<file path="src/rtl/mips_multicycle_control_if.sv">
// mips_multicycle_control_if
// Groups the status inputs and datapath control outputs of the multicycle MIPS
// main controller.
//   master : controller side (drives control, samples Opcode/Zero)
//   slave  : datapath side (drives Opcode/Zero, consumes control)
// Signals:
//   Opcode[5:0] IR[31:26], Zero ALU zero flag,
//   PCEn, IorD, MemRead, MemWrite, IRWrite, MemtoReg, RegDst, RegWrite,
//   ALUSrcA, ALUSrcB[1:0], ALUOp[1:0], PCSource[1:0], Done, IllegalOp,
//   State[3:0] (debug)
interface mips_multicycle_control_if;
  logic [5:0] Opcode;
  logic       Zero;
  logic       PCEn;
  logic       IorD;
  logic       MemRead;
  logic       MemWrite;
  logic       IRWrite;
  logic       MemtoReg;
  logic       RegDst;
  logic       RegWrite;
  logic       ALUSrcA;
  logic [1:0] ALUSrcB;
  logic [1:0] ALUOp;
  logic [1:0] PCSource;
  logic       Done;
  logic       IllegalOp;
  logic [3:0] State;

  modport master (
    input  Opcode, Zero,
    output PCEn, IorD, MemRead, MemWrite, IRWrite, MemtoReg, RegDst, RegWrite,
           ALUSrcA, ALUSrcB, ALUOp, PCSource, Done, IllegalOp, State
  );

  modport slave (
    output Opcode, Zero,
    input  PCEn, IorD, MemRead, MemWrite, IRWrite, MemtoReg, RegDst, RegWrite,
           ALUSrcA, ALUSrcB, ALUOp, PCSource, Done, IllegalOp, State
  );
endinterface

</file>
<file path="src/rtl/mips_multicycle_control.sv">
// mips_multicycle_control
// Main control FSM for the multicycle MIPS datapath (Fetch/Decode/Execute/
// Memory/Writeback). Moore outputs decoded from the state; IllegalOp also
// looks at Opcode in DECODE, and PCEn looks at Zero for branches.
// Ports:
//   clk   : clock, all state changes on the rising edge
//   reset : synchronous active-high, returns to FETCH
//   bus   : mips_multicycle_control_if.master (status in, control out)
module mips_multicycle_control (
  input  logic                            clk,
  input  logic                            reset,
  mips_multicycle_control_if.master       bus
);

  typedef enum logic [3:0] {
    S_FETCH    = 4'd0,
    S_DECODE   = 4'd1,
    S_MEMADR   = 4'd2,
    S_MEMRD    = 4'd3,
    S_MEMWB    = 4'd4,
    S_MEMWR    = 4'd5,
    S_EXECUTE  = 4'd6,
    S_ALUWB    = 4'd7,
    S_BRANCH   = 4'd8,
    S_ADDIEXEC = 4'd9,
    S_ADDIWB   = 4'd10,
    S_JUMP     = 4'd11
  } state_t;

  localparam logic [5:0] OP_RTYPE = 6'b000000;
  localparam logic [5:0] OP_LW    = 6'b100011;
  localparam logic [5:0] OP_SW    = 6'b101011;
  localparam logic [5:0] OP_BEQ   = 6'b000100;
  localparam logic [5:0] OP_ADDI  = 6'b001000;
  localparam logic [5:0] OP_J     = 6'b000010;

  state_t state_q, state_d;
  // lw/sw choice captured in DECODE so MEMADR never looks at Opcode again.
  logic   store_q;

  logic       pc_write, branch, iord, mem_read, mem_write, ir_write;
  logic       mem_to_reg, reg_dst, reg_write, alu_src_a, done, illegal;
  logic [1:0] alu_src_b, alu_op, pc_source;

  always_ff @(posedge clk) begin
    if (reset) begin
      state_q <= S_FETCH;
      store_q <= 1'b0;
    end else begin
      state_q <= state_d;
      if (state_q == S_DECODE) begin
        store_q <= (bus.Opcode == OP_SW);
      end
    end
  end

  always_comb begin
    state_d    = S_FETCH;
    pc_write   = 1'b0;
    branch     = 1'b0;
    iord       = 1'b0;
    mem_read   = 1'b0;
    mem_write  = 1'b0;
    ir_write   = 1'b0;
    mem_to_reg = 1'b0;
    reg_dst    = 1'b0;
    reg_write  = 1'b0;
    alu_src_a  = 1'b0;
    alu_src_b  = 2'b00;
    alu_op     = 2'b00;
    pc_source  = 2'b00;
    done       = 1'b0;
    illegal    = 1'b0;
    case (state_q)
      S_FETCH: begin
        state_d   = S_DECODE;
        mem_read  = 1'b1;
        ir_write  = 1'b1;
        pc_write  = 1'b1;
        alu_src_b = 2'b01;
      end
      S_DECODE: begin
        alu_src_b = 2'b11;
        case (bus.Opcode)
          OP_LW, OP_SW: state_d = S_MEMADR;
          OP_RTYPE:     state_d = S_EXECUTE;
          OP_BEQ:       state_d = S_BRANCH;
          OP_ADDI:      state_d = S_ADDIEXEC;
          OP_J:         state_d = S_JUMP;
          default: begin
            state_d = S_FETCH;
            illegal = 1'b1;
          end
        endcase
      end
      S_MEMADR, S_ADDIEXEC: begin
        state_d   = (state_q == S_ADDIEXEC) ? S_ADDIWB :
                    (store_q ? S_MEMWR : S_MEMRD);
        alu_src_a = 1'b1;
        alu_src_b = 2'b10;
      end
      S_MEMRD: begin
        state_d  = S_MEMWB;
        iord     = 1'b1;
        mem_read = 1'b1;
      end
      S_MEMWB: begin
        mem_to_reg = 1'b1;
        reg_write  = 1'b1;
        done       = 1'b1;
      end
      S_MEMWR: begin
        iord      = 1'b1;
        mem_write = 1'b1;
        done      = 1'b1;
      end
      S_EXECUTE: begin
        state_d   = S_ALUWB;
        alu_src_a = 1'b1;
        alu_op    = 2'b10;
      end
      S_ALUWB: begin
        reg_dst   = 1'b1;
        reg_write = 1'b1;
        done      = 1'b1;
      end
      S_ADDIWB: begin
        reg_write = 1'b1;
        done      = 1'b1;
      end
      S_BRANCH: begin
        alu_src_a = 1'b1;
        alu_op    = 2'b01;
        pc_source = 2'b01;
        branch    = 1'b1;
        done      = 1'b1;
      end
      S_JUMP: begin
        pc_source = 2'b10;
        pc_write  = 1'b1;
        done      = 1'b1;
      end
      // Encodings 12-15: all outputs stay 0 and we fall back to FETCH.
      default: state_d = S_FETCH;
    endcase
  end

  // Strobes are masked during reset so nothing is written in the reset cycle.
  assign bus.PCEn      = ~reset & (pc_write | (branch & bus.Zero));
  assign bus.MemRead   = ~reset & mem_read;
  assign bus.MemWrite  = ~reset & mem_write;
  assign bus.IRWrite   = ~reset & ir_write;
  assign bus.RegWrite  = ~reset & reg_write;
  assign bus.Done      = ~reset & done;
  assign bus.IllegalOp = ~reset & illegal;
  assign bus.IorD      = iord;
  assign bus.MemtoReg  = mem_to_reg;
  assign bus.RegDst    = reg_dst;
  assign bus.ALUSrcA   = alu_src_a;
  assign bus.ALUSrcB   = alu_src_b;
  assign bus.ALUOp     = alu_op;
  assign bus.PCSource  = pc_source;
  assign bus.State     = state_q;

endmodule

</file>
<file path="src/flat_wrapper.sv">
// flat-port wrapper written by rule: the top's interface ports become plain ports
module mips_multicycle_control_flat 
  (clk, reset, bus_Opcode, bus_Zero, bus_PCEn, bus_IorD, bus_MemRead, bus_MemWrite, bus_IRWrite, bus_MemtoReg, bus_RegDst, bus_RegWrite, bus_ALUSrcA, bus_ALUSrcB, bus_ALUOp, bus_PCSource, bus_Done, bus_IllegalOp, bus_State);
  mips_multicycle_control_if bus_i ();
  input  logic clk;
  input  logic reset;
  input wire logic [$bits(bus_i.Opcode)-1:0] bus_Opcode;
  input wire logic [$bits(bus_i.Zero)-1:0] bus_Zero;
  output wire logic [$bits(bus_i.PCEn)-1:0] bus_PCEn;
  output wire logic [$bits(bus_i.IorD)-1:0] bus_IorD;
  output wire logic [$bits(bus_i.MemRead)-1:0] bus_MemRead;
  output wire logic [$bits(bus_i.MemWrite)-1:0] bus_MemWrite;
  output wire logic [$bits(bus_i.IRWrite)-1:0] bus_IRWrite;
  output wire logic [$bits(bus_i.MemtoReg)-1:0] bus_MemtoReg;
  output wire logic [$bits(bus_i.RegDst)-1:0] bus_RegDst;
  output wire logic [$bits(bus_i.RegWrite)-1:0] bus_RegWrite;
  output wire logic [$bits(bus_i.ALUSrcA)-1:0] bus_ALUSrcA;
  output wire logic [$bits(bus_i.ALUSrcB)-1:0] bus_ALUSrcB;
  output wire logic [$bits(bus_i.ALUOp)-1:0] bus_ALUOp;
  output wire logic [$bits(bus_i.PCSource)-1:0] bus_PCSource;
  output wire logic [$bits(bus_i.Done)-1:0] bus_Done;
  output wire logic [$bits(bus_i.IllegalOp)-1:0] bus_IllegalOp;
  output wire logic [$bits(bus_i.State)-1:0] bus_State;
  assign bus_i.Opcode = bus_Opcode;
  assign bus_i.Zero = bus_Zero;
  assign bus_PCEn = bus_i.PCEn;
  assign bus_IorD = bus_i.IorD;
  assign bus_MemRead = bus_i.MemRead;
  assign bus_MemWrite = bus_i.MemWrite;
  assign bus_IRWrite = bus_i.IRWrite;
  assign bus_MemtoReg = bus_i.MemtoReg;
  assign bus_RegDst = bus_i.RegDst;
  assign bus_RegWrite = bus_i.RegWrite;
  assign bus_ALUSrcA = bus_i.ALUSrcA;
  assign bus_ALUSrcB = bus_i.ALUSrcB;
  assign bus_ALUOp = bus_i.ALUOp;
  assign bus_PCSource = bus_i.PCSource;
  assign bus_Done = bus_i.Done;
  assign bus_IllegalOp = bus_i.IllegalOp;
  assign bus_State = bus_i.State;
  mips_multicycle_control u_core (.clk(clk), .reset(reset), .bus(bus_i));
endmodule
</file>
<file path="config.mk">
export PLATFORM = sky130hd
export DESIGN_NAME = mips_multicycle_control_flat
export DESIGN_NICKNAME = d
export VERILOG_FILES = /design/src/rtl/mips_multicycle_control_if.sv /design/src/rtl/mips_multicycle_control.sv /design/src/flat_wrapper.sv
export SDC_FILE = /design/constraint.sdc
export NUM_CORES = 1
export LEC_CHECK = 0
export ABC_AREA = 1
export CAP_MARGIN = 20
export CORE_MARGIN = 10
export CORE_UTILIZATION = 37
export CTS_CLUSTER_SIZE = 24
export DETAILED_ROUTE_END_ITERATION = 10
export PLACE_DENSITY_LB_ADDON = 0.12
export SLEW_MARGIN = 20
export SYNTH_ARGS = -nofsm -noshare
export SYNTH_HDL_FRONTEND = slang
export SYNTH_SLANG_ARGS = --single-unit
</file>
<file path="constraint.sdc">
create_clock -name clk -period 1.34 [get_ports clk]
set_input_delay 0.201 -clock clk [delete_from_list [all_inputs] [get_ports clk]]
set_output_delay 0.201 -clock clk [all_outputs]
set_load 0.005 [all_outputs]
</file>
==> results of run 1 <==
## cells by family after synthesis
group	Yosys count	share of synthesized area
buffers and inverters	26	0.1866
DFF	5	0.1843
AOI/OAI and AO/OA	10	0.09676
and+or+nand+nor	62	0.5323
## timing repair
action	in CTS
resized for setup	117
buffers inserted	15
setup endpoints to repair	21
hold buffers	0
pin swaps	9
## through the flow
step	area (um^2)	util	std cells	setup slack (ns)
2_1_floorplan	543.0	-	103	0.09247
3_3_place_gp	1059	0.7841	174	-0.5175
3_5_place_dp	1059	0.7841	174	-0.6201
4_1_cts	1294	0.9583	193	-0.2336
==> qor.csv, run 1 <==
metric,value,unit
synth_edf_count,0,
place.gp.congestion,0.8306,
ys_ff_latch,5,
cts_inserted_buffers,3,
chipWidth,58.31,um
status,aborted with a tool error,
ios,30,
avgSynthCellArea,5.272,um^2
grt-worst-endpoint,bus_ALUSrcA,
yosysWarnings,0,
syn_area,543.0,um^2
yosysMostFrequentCell,nor2_1,
synth_nets,112,
place_hpwl,1702,um
ys.flop_type,dfxtp_1,
htree_levels,1,
clockBufferDepth,2,
die_h,58.31,um
synth.area.top_cells,"dfxtp_1 18%, nor2_1 15%, inv_1 14%",
synth_commonest_cells,"21 x nor2_1, 20 x inv_1, 19 x nand2_1, 9 x nand3_1, 7 x a21oi_1",
rows,13,
cts_root_buf,clkbuf_4,
port_buffers,29,
grt_max_degree,8,
yosysTopAreaCellShare,0.1843,
synth.distinct_cells,18,
ys_seq_area_frac,0.1843,
failed_stage,global routing (5_1_grt),
initial_core_util,0.4022,
synthCells,103,
synthArstFlopShare,0,
cts_sinks,5,
tool.error,"[ERROR DPL-0038] Utilization greater than 100%, impossible to legalize",
synth_area_leader_cell,dfxtp_1,
worst-ep-kind,primary output,
==> run 2, diff against run 1 <==
Settings changed: CORE_AREA set to 10 10 71 73, CORE_MARGIN 10 to unset, CORE_UTILIZATION 37 to unset, CTS_CLUSTER_SIZE 24 to unset, DIE_AREA set to 0 0 81 83, PLACE_DENSITY_LB_ADDON 0.12 to 0.15.
==> run 2 against run 1 <==
Net effect: the flow now finishes, with violations (setup timing); area after synthesis unchanged; synthesized cell count stayed put.
==> qor.csv, run 2 <==
metric,value,unit
place.gp.congestion,0.8161,
cts_root_buf,clkbuf_8,
p_int,479.2,uW
drive_above_1_share,0.6034,
cts_hold_buf,0,
design.core.area,3633,um^2
ff2ff_path_depth,12,
cap_violations,0,
path_max_fanout,4,
violations,setup timing,
totalWireLength,2433,um
reg2reg_from,u_core.bus.State[3],
finalHoldViolations,0,
synthArstFlopShare,0,
power_frac_seq,0.249,
clk_pin_slew,0.03,ns
cp-start-kind,flip-flop,
setup_slack,-0.2119,ns
period_share,1.158,
hold_path.class,in -> reg,
initial_core_util,0.1494,
finalWorstPathRequiredPeriod,1.552,ns
timing_worst_setup_path_type,reg -> out,
cts_inserted_buffers,3,
grt_pass1_vias,890,
synth_nets,112,
ys_seq_area_frac,0.1843,
cp-endpoint,bus_ALUSrcA,
area_growth,161.3,%
ant_nets,0,
cts_tree,yes,
die_h,83,um
ios,30,
yosysMostFrequentCell,nor2_1,
syn_area,543.0,um^2
ys_ff_latch,5,
htree_levels,1,
largest_reg_flops,4,
place_hpwl,1902,um
p_sw,180.4,uW
grt_pass1_wl,3843,um
grt_usage,0.06814,
synth_commonest_cells,"21 x nor2_1, 20 x inv_1, 19 x nand2_1, 9 x nand3_1, 7 x a21oi_1",
synth.area.top_cells,"dfxtp_1 18%, nor2_1 15%, inv_1 14%",
cts_sinks,5,
drc,0,
synthCells,103,
grt_setup_unrepaired,true,
yosysWarnings,0,
clockBufferDepth,2,
worst_slew_pin_slew,0.1663,ns
whs,0.4930,ns
port_buffers,29,
cp-startpoint,u_core.bus.State[0],
rows,22,
dr.first_iter.drc_count,33,
setup_viol,14,
slew_viol_final,0,
synth_edf_count,0,
endpoint_kind,output pin,
final_common_cell,buf_4,
ys.flop_type,dfxtp_1,
antenna_found_initial,0,
synth.distinct_cells,18,
swShare,0.2735,
wl_per_cell,10.72,um
combPwrFrac,0.342,
arrival,1.35,ns
r2r_slack,-0.03,ns
grt_max_degree,10,
finalSetupTns,-1.308,ns
synth_area_leader_cell,dfxtp_1,
diodes,0,
slew_headroom,0.8887,
ir_drop,0.2411,mV
reg2reg_to,u_core.bus.State[1],
vias,886,
die_area,6723,um^2
final_cell_mix,"34 x buf_4, 15 x nor2_1, 13 x inv_1, 13 x buf_6, 11 x buf_2",
overflow,0,
fmax,644.4,MHz
p_clk_frac,0.409,
required,1.14,ns
power.density,464.8,nW/um^2
yosysTopAreaCellShare,0.1843,
viasPerCell,3.903,
status,"complete, but fails checks",
skew,0.0009912,ns
avgSynthCellArea,5.272,um^2
insertion_delay,0.22,ns
nNetsFinal,189,
chipWidth,81,um
p_leak,0.0007820,uW
dp_slack,-0.5758,ns
dr.pass1.iters,4,
==> run 2: per-stage QoR <==
stage,utilization,cell area [um^2],total power [uW],instances
after floorplan,-,543.0,232.0,103
after global placement,0.3144,1142,359.1,211
after detailed placement,0.3144,1142,359.0,211
after CTS,0.3678,1336,652.6,220
after global routing,0.3905,1419,704.9,227
final,0.3905,1419,659.6,227
==> run 2: worst min path at each step <==
stage                        start                  end  slack [ns]  depth (start not counted)
floorplan            bus_Opcode[5]       u_core.store_q        0.37                          2
global placement    u_core.store_q  u_core.bus.State[2]        0.54                          2
detailed placement  u_core.store_q  u_core.bus.State[2]        0.53                          2
CTS                  bus_Opcode[5]       u_core.store_q        0.50                          3
global route         bus_Opcode[5]       u_core.store_q        0.53                          3
finish               bus_Opcode[5]       u_core.store_q        0.49                          3
==> run 2: timing repair <==
action | in CTS | in global routing
resized for setup | 116 | 26
setup buffers | 5 | 7
pin swaps | 13 | 6
setup endpoints to repair | 22 | 19
==> run 2: per-layer routing <==
| metal | GRT usage | up-vias | part of all wire |
|---|---|---|---|
| met5 | 0 | - | 0 |
| met1 | 0.06785 | 386 | 0.38 |
| met2 | 0.1261 | 27 | 0.51 |
| met4 | 0.01878 | 0 | 0.012 |
| met3 | 0.02478 | 6 | 0.097 |
| li1 | - | 467 | - |
==> run 2: cell type report <==
cell class / instances / area [um^2]
clock buffer: 4 / 45.04
fill: 408 / 2215
inverter: 24 / 100.1
multi-input combinational: 72 / 480.5
sequential: 5 / 112.6
tap: 48 / 60.06
timing repair buffer: 74 / 620.6
==> run 2: logic make-up (layout without fill, tap and decap cells) <==
logic type / count (synthesis) / after routing / synth area share
DFF: 5 / 5 / 0.1843
buffers and inverters: 26 / 102 / 0.1866
and+or+nand+nor: 62 / 62 / 0.5323
AOI/OAI and AO/OA: 10 / 10 / 0.09676
==> run 2: power groups by stage <==
| stage | clock, uW | combinational (uW) | sequential (uW) |
|---|---|---|---|
| 3_5_place_dp | 0 | 193 | 166 |
| 3_3_place_gp | 0 | 193 | 166 |
| 5_1_grt | 292 | 247 | 165 |
| 6_report | 270 | 225 | 164 |
| 4_1_cts | 279 | 210 | 164 |
| 2_1_floorplan | 0 | 67.6 | 164 |
==> run 2: worst max-delay path, cell delays in order, from the launching register on <==
cell and delay, ns:
dfxtp_4 0.39, buf_12 0.12, nor2_4 0.04, inv_2 0.08
nor2_4 0.05, or3_1 0.33, buf_2 0.13
Power figures use the tool's default switching activity.
==> run 3, diff against run 2 <==
Settings changed: ABC_AREA 1 to 0.
==> run 3 against run 2 <==
Net effect: the flow still finishes with violations (setup timing); fmax hardly changed; routed wire length is 3.7% higher; via count is 5.8% lower; global-route usage is 0.83 points higher; cell count is 12% lower; setup slack better by 0.0012 ns; area after synthesis is 3.0% lower; flip-flop and latch count stayed put; count of clock-buffer cells in the layout stayed put; sequential share of layout area hardly changed; final area is 1.6% higher; largest cell class unchanged.
==> qor.csv, run 3 <==
metric,value,unit
synth_area_leader_cell,dfxtp_1,
cts_inserted_buffers,3,
avgSynthCellArea,7.634,um^2
worst_slew_pin_slew,0.2385,ns
synth_fa_ha_area_frac,0,
place_hpwl,1933,um
fmax,644.8,MHz
p_leak,0.0006960,uW
grt_pass1_vias,877,
setup_viol,17,
yosysWarnings,0,
finalSetupTns,-2.395,ns
overflow,0,
rows,22,
hold_path.class,in -> reg,
clk_pin_slew,0.04,ns
slew_headroom,0.8407,
endpoint_kind,output pin,
synth-xor-area-share,0.03325,
ant_nets,0,
multiInputGateArea,511.7,um^2
min_path_cells,4,
violations,setup timing,
synth.area.top_cells,"dfxtp_1 19%, a221oi_2 5.7%, nor2_1 5.0%",
synth_nets,78,
cts_tree,yes,
initial_core_util,0.1450,
p_clk_frac,0.415,
yosysMostFrequentCell,nor2_1,
required,1.14,ns
reg2reg_from,u_core.bus.State[0],
status,"complete, but fails checks",
cts_hold_buf,0,
die_h,83,um
skew,0.001576,ns
grt_setup_unrepaired,true,
clockBufferDepth,2,
yosys.area_share.simple,0.4608,
place.gp.congestion,0.7353,
drc,0,
nNetsFinal,162,
arrival,1.35,ns
diodes,0,
combPwrFrac,0.355,
final_common_cell,buf_4,
hp-start,bus_Opcode[3],
cts_root_buf,clkbuf_8,
ios,30,
finalHoldViolations,0,
chipWidth,81,um
ff2ff_path_depth,5,
dr.pass1.iters,3,
power.density,463.0,nW/um^2
final_cell_mix,"37 x buf_4, 19 x buf_6, 15 x buf_2",
drive_above_1_share,0.6974,
ys_ff_latch,5,
path_max_fanout,4,
synth_commonest_cells,"7 x nor2_1, 5 x dfxtp_1, 4 x a21oi_1, 4 x nor2b_1, 4 x nor3_1",
htree_levels,1,
largest_reg_flops,4,
synth_edf_count,0,
synthArstFlopShare,0,
dr.first_iter.drc_count,6,
synth.area.mux_share,0,
total_power,667.4,uW
grt_pass1_wl,4215,um
grt_max_degree,11,
die_area,6723,um^2
power_frac_seq,0.230,
ys.flop_type,dfxtp_1,
period_share,1.157,
area_growth,173.6,%
timing_worst_setup_path_type,reg -> out,
design.core.area,3633,um^2
reg2reg_to,u_core.bus.State[1],
fill_cells,385,
synth.distinct_cells,37,
ir_drop,0.1477,mV
cp-start-kind,flip-flop,
viasPerCell,4.175,
wl_per_cell,12.61,um
yosysTopAreaCellShare,0.1900,
swShare,0.2553,
grt_usage,0.07640,
port_buffers,29,
ys_seq_area_frac,0.1900,
insertion_delay,0.22,ns
p_sw,170.4,uW
cts_sinks,5,
cap_violations,0,
final-seq-area,115.1,um^2
p_int,496.9,uW
r2r_slack,-0.13,ns
vias,835,
totalWireLength,2522,um
antenna_found_initial,0,
setup_slack,-0.2108,ns
synthCells,69,
min_delay_worst_endpoint,u_core.store_q,
slew_viol_final,0,
synth_compound_area_frac,0.2542,
syn_area,526.8,um^2
finalWorstPathRequiredPeriod,1.551,ns
synth_top_family_by_area,simple AND/OR/NAND/NOR gates,
[run 3: per-stage QoR]
stage,area (um^2),util,worst slack [ns],hold slack [ns],instances
2_1_floorplan,526.8,-,0.01847,0.2672,69
3_3_place_gp,1104,0.3037,-0.5806,0.4754,175
3_5_place_dp,1104,0.3037,-0.5887,0.4731,175
4_1_cts,1354,0.3726,-0.2416,0.4801,194
5_1_grt,1441,0.3967,-0.2934,0.4159,200
6_report,1441,0.3967,-0.2108,0.4074,200
[run 3: worst max-delay path: stages, from the launching register on]
cell,delay (ns)
dfxtp_4,0.35
buf_12,0.12
or3b_4,0.41
a21oi_2,0.11
buf_2,0.13
[run 3: area by class of cell]
| cell class | count | share of cell area |
|---|---|---|
| Timing Repair Buffer | 84 | 0.4896 |
| Multi-Input combinational cell | 58 | 0.3550 |
| Sequential cell | 5 | 0.07986 |
| Tap cell | 48 | 0.04167 |
| Clock buffer | 4 | 0.03125 |
| Inverter | 1 | 0.002604 |
[run 3: how the worst max path moves through the flow]
stage / from / to / slack [ns] / cells after the start
3_5_place_dp: bus_Opcode[5] / bus_IllegalOp / -0.59 / 5
3_3_place_gp: bus_Opcode[5] / bus_IllegalOp / -0.58 / 5
4_1_cts: u_core.bus.State[1] / bus_PCEn / -0.24 / 5
5_1_grt: u_core.bus.State[1] / bus_PCEn / -0.29 / 5
2_1_floorplan: u_core.bus.State[2] / bus_MemRead / 0.02 / 3
6_report: u_core.bus.State[0] / bus_ALUSrcB[1] / -0.21 / 4
[run 3: power groups by stage]
stage | combinational (uW) | sequential [uW] | clock (uW)
3_5_place_dp | 186 | 163 | 0
2_1_floorplan | 60.4 | 159 | 0
4_1_cts | 230 | 153 | 289
6_report | 237 | 153 | 277
5_1_grt | 258 | 153 | 301
3_3_place_gp | 186 | 163 | 0
[run 3: cell families (layout without fill, tap and decap cells)]
logic type,count (synthesis),in the layout
AOI/OAI and AO/OA,17,17
xor gates and xnor gates,2,2
buffers and inverters,6,89
DFF,5,5
and+or+nand+nor,39,39
[run 3: per-layer routing]
layer,global-route usage,part of all wire
met5,0,0
met4,0.03756,0.011
met3,0.01509,0.065
met2,0.1419,0.54
met1,0.07636,0.39
[run 3: timing repair]
item,CTS,global route
setup buffers,15,6
pin swaps,18,11
endpoints found under the setup margin,24,21
hold endpoints to repair,0,0
gates resized for setup,120,18
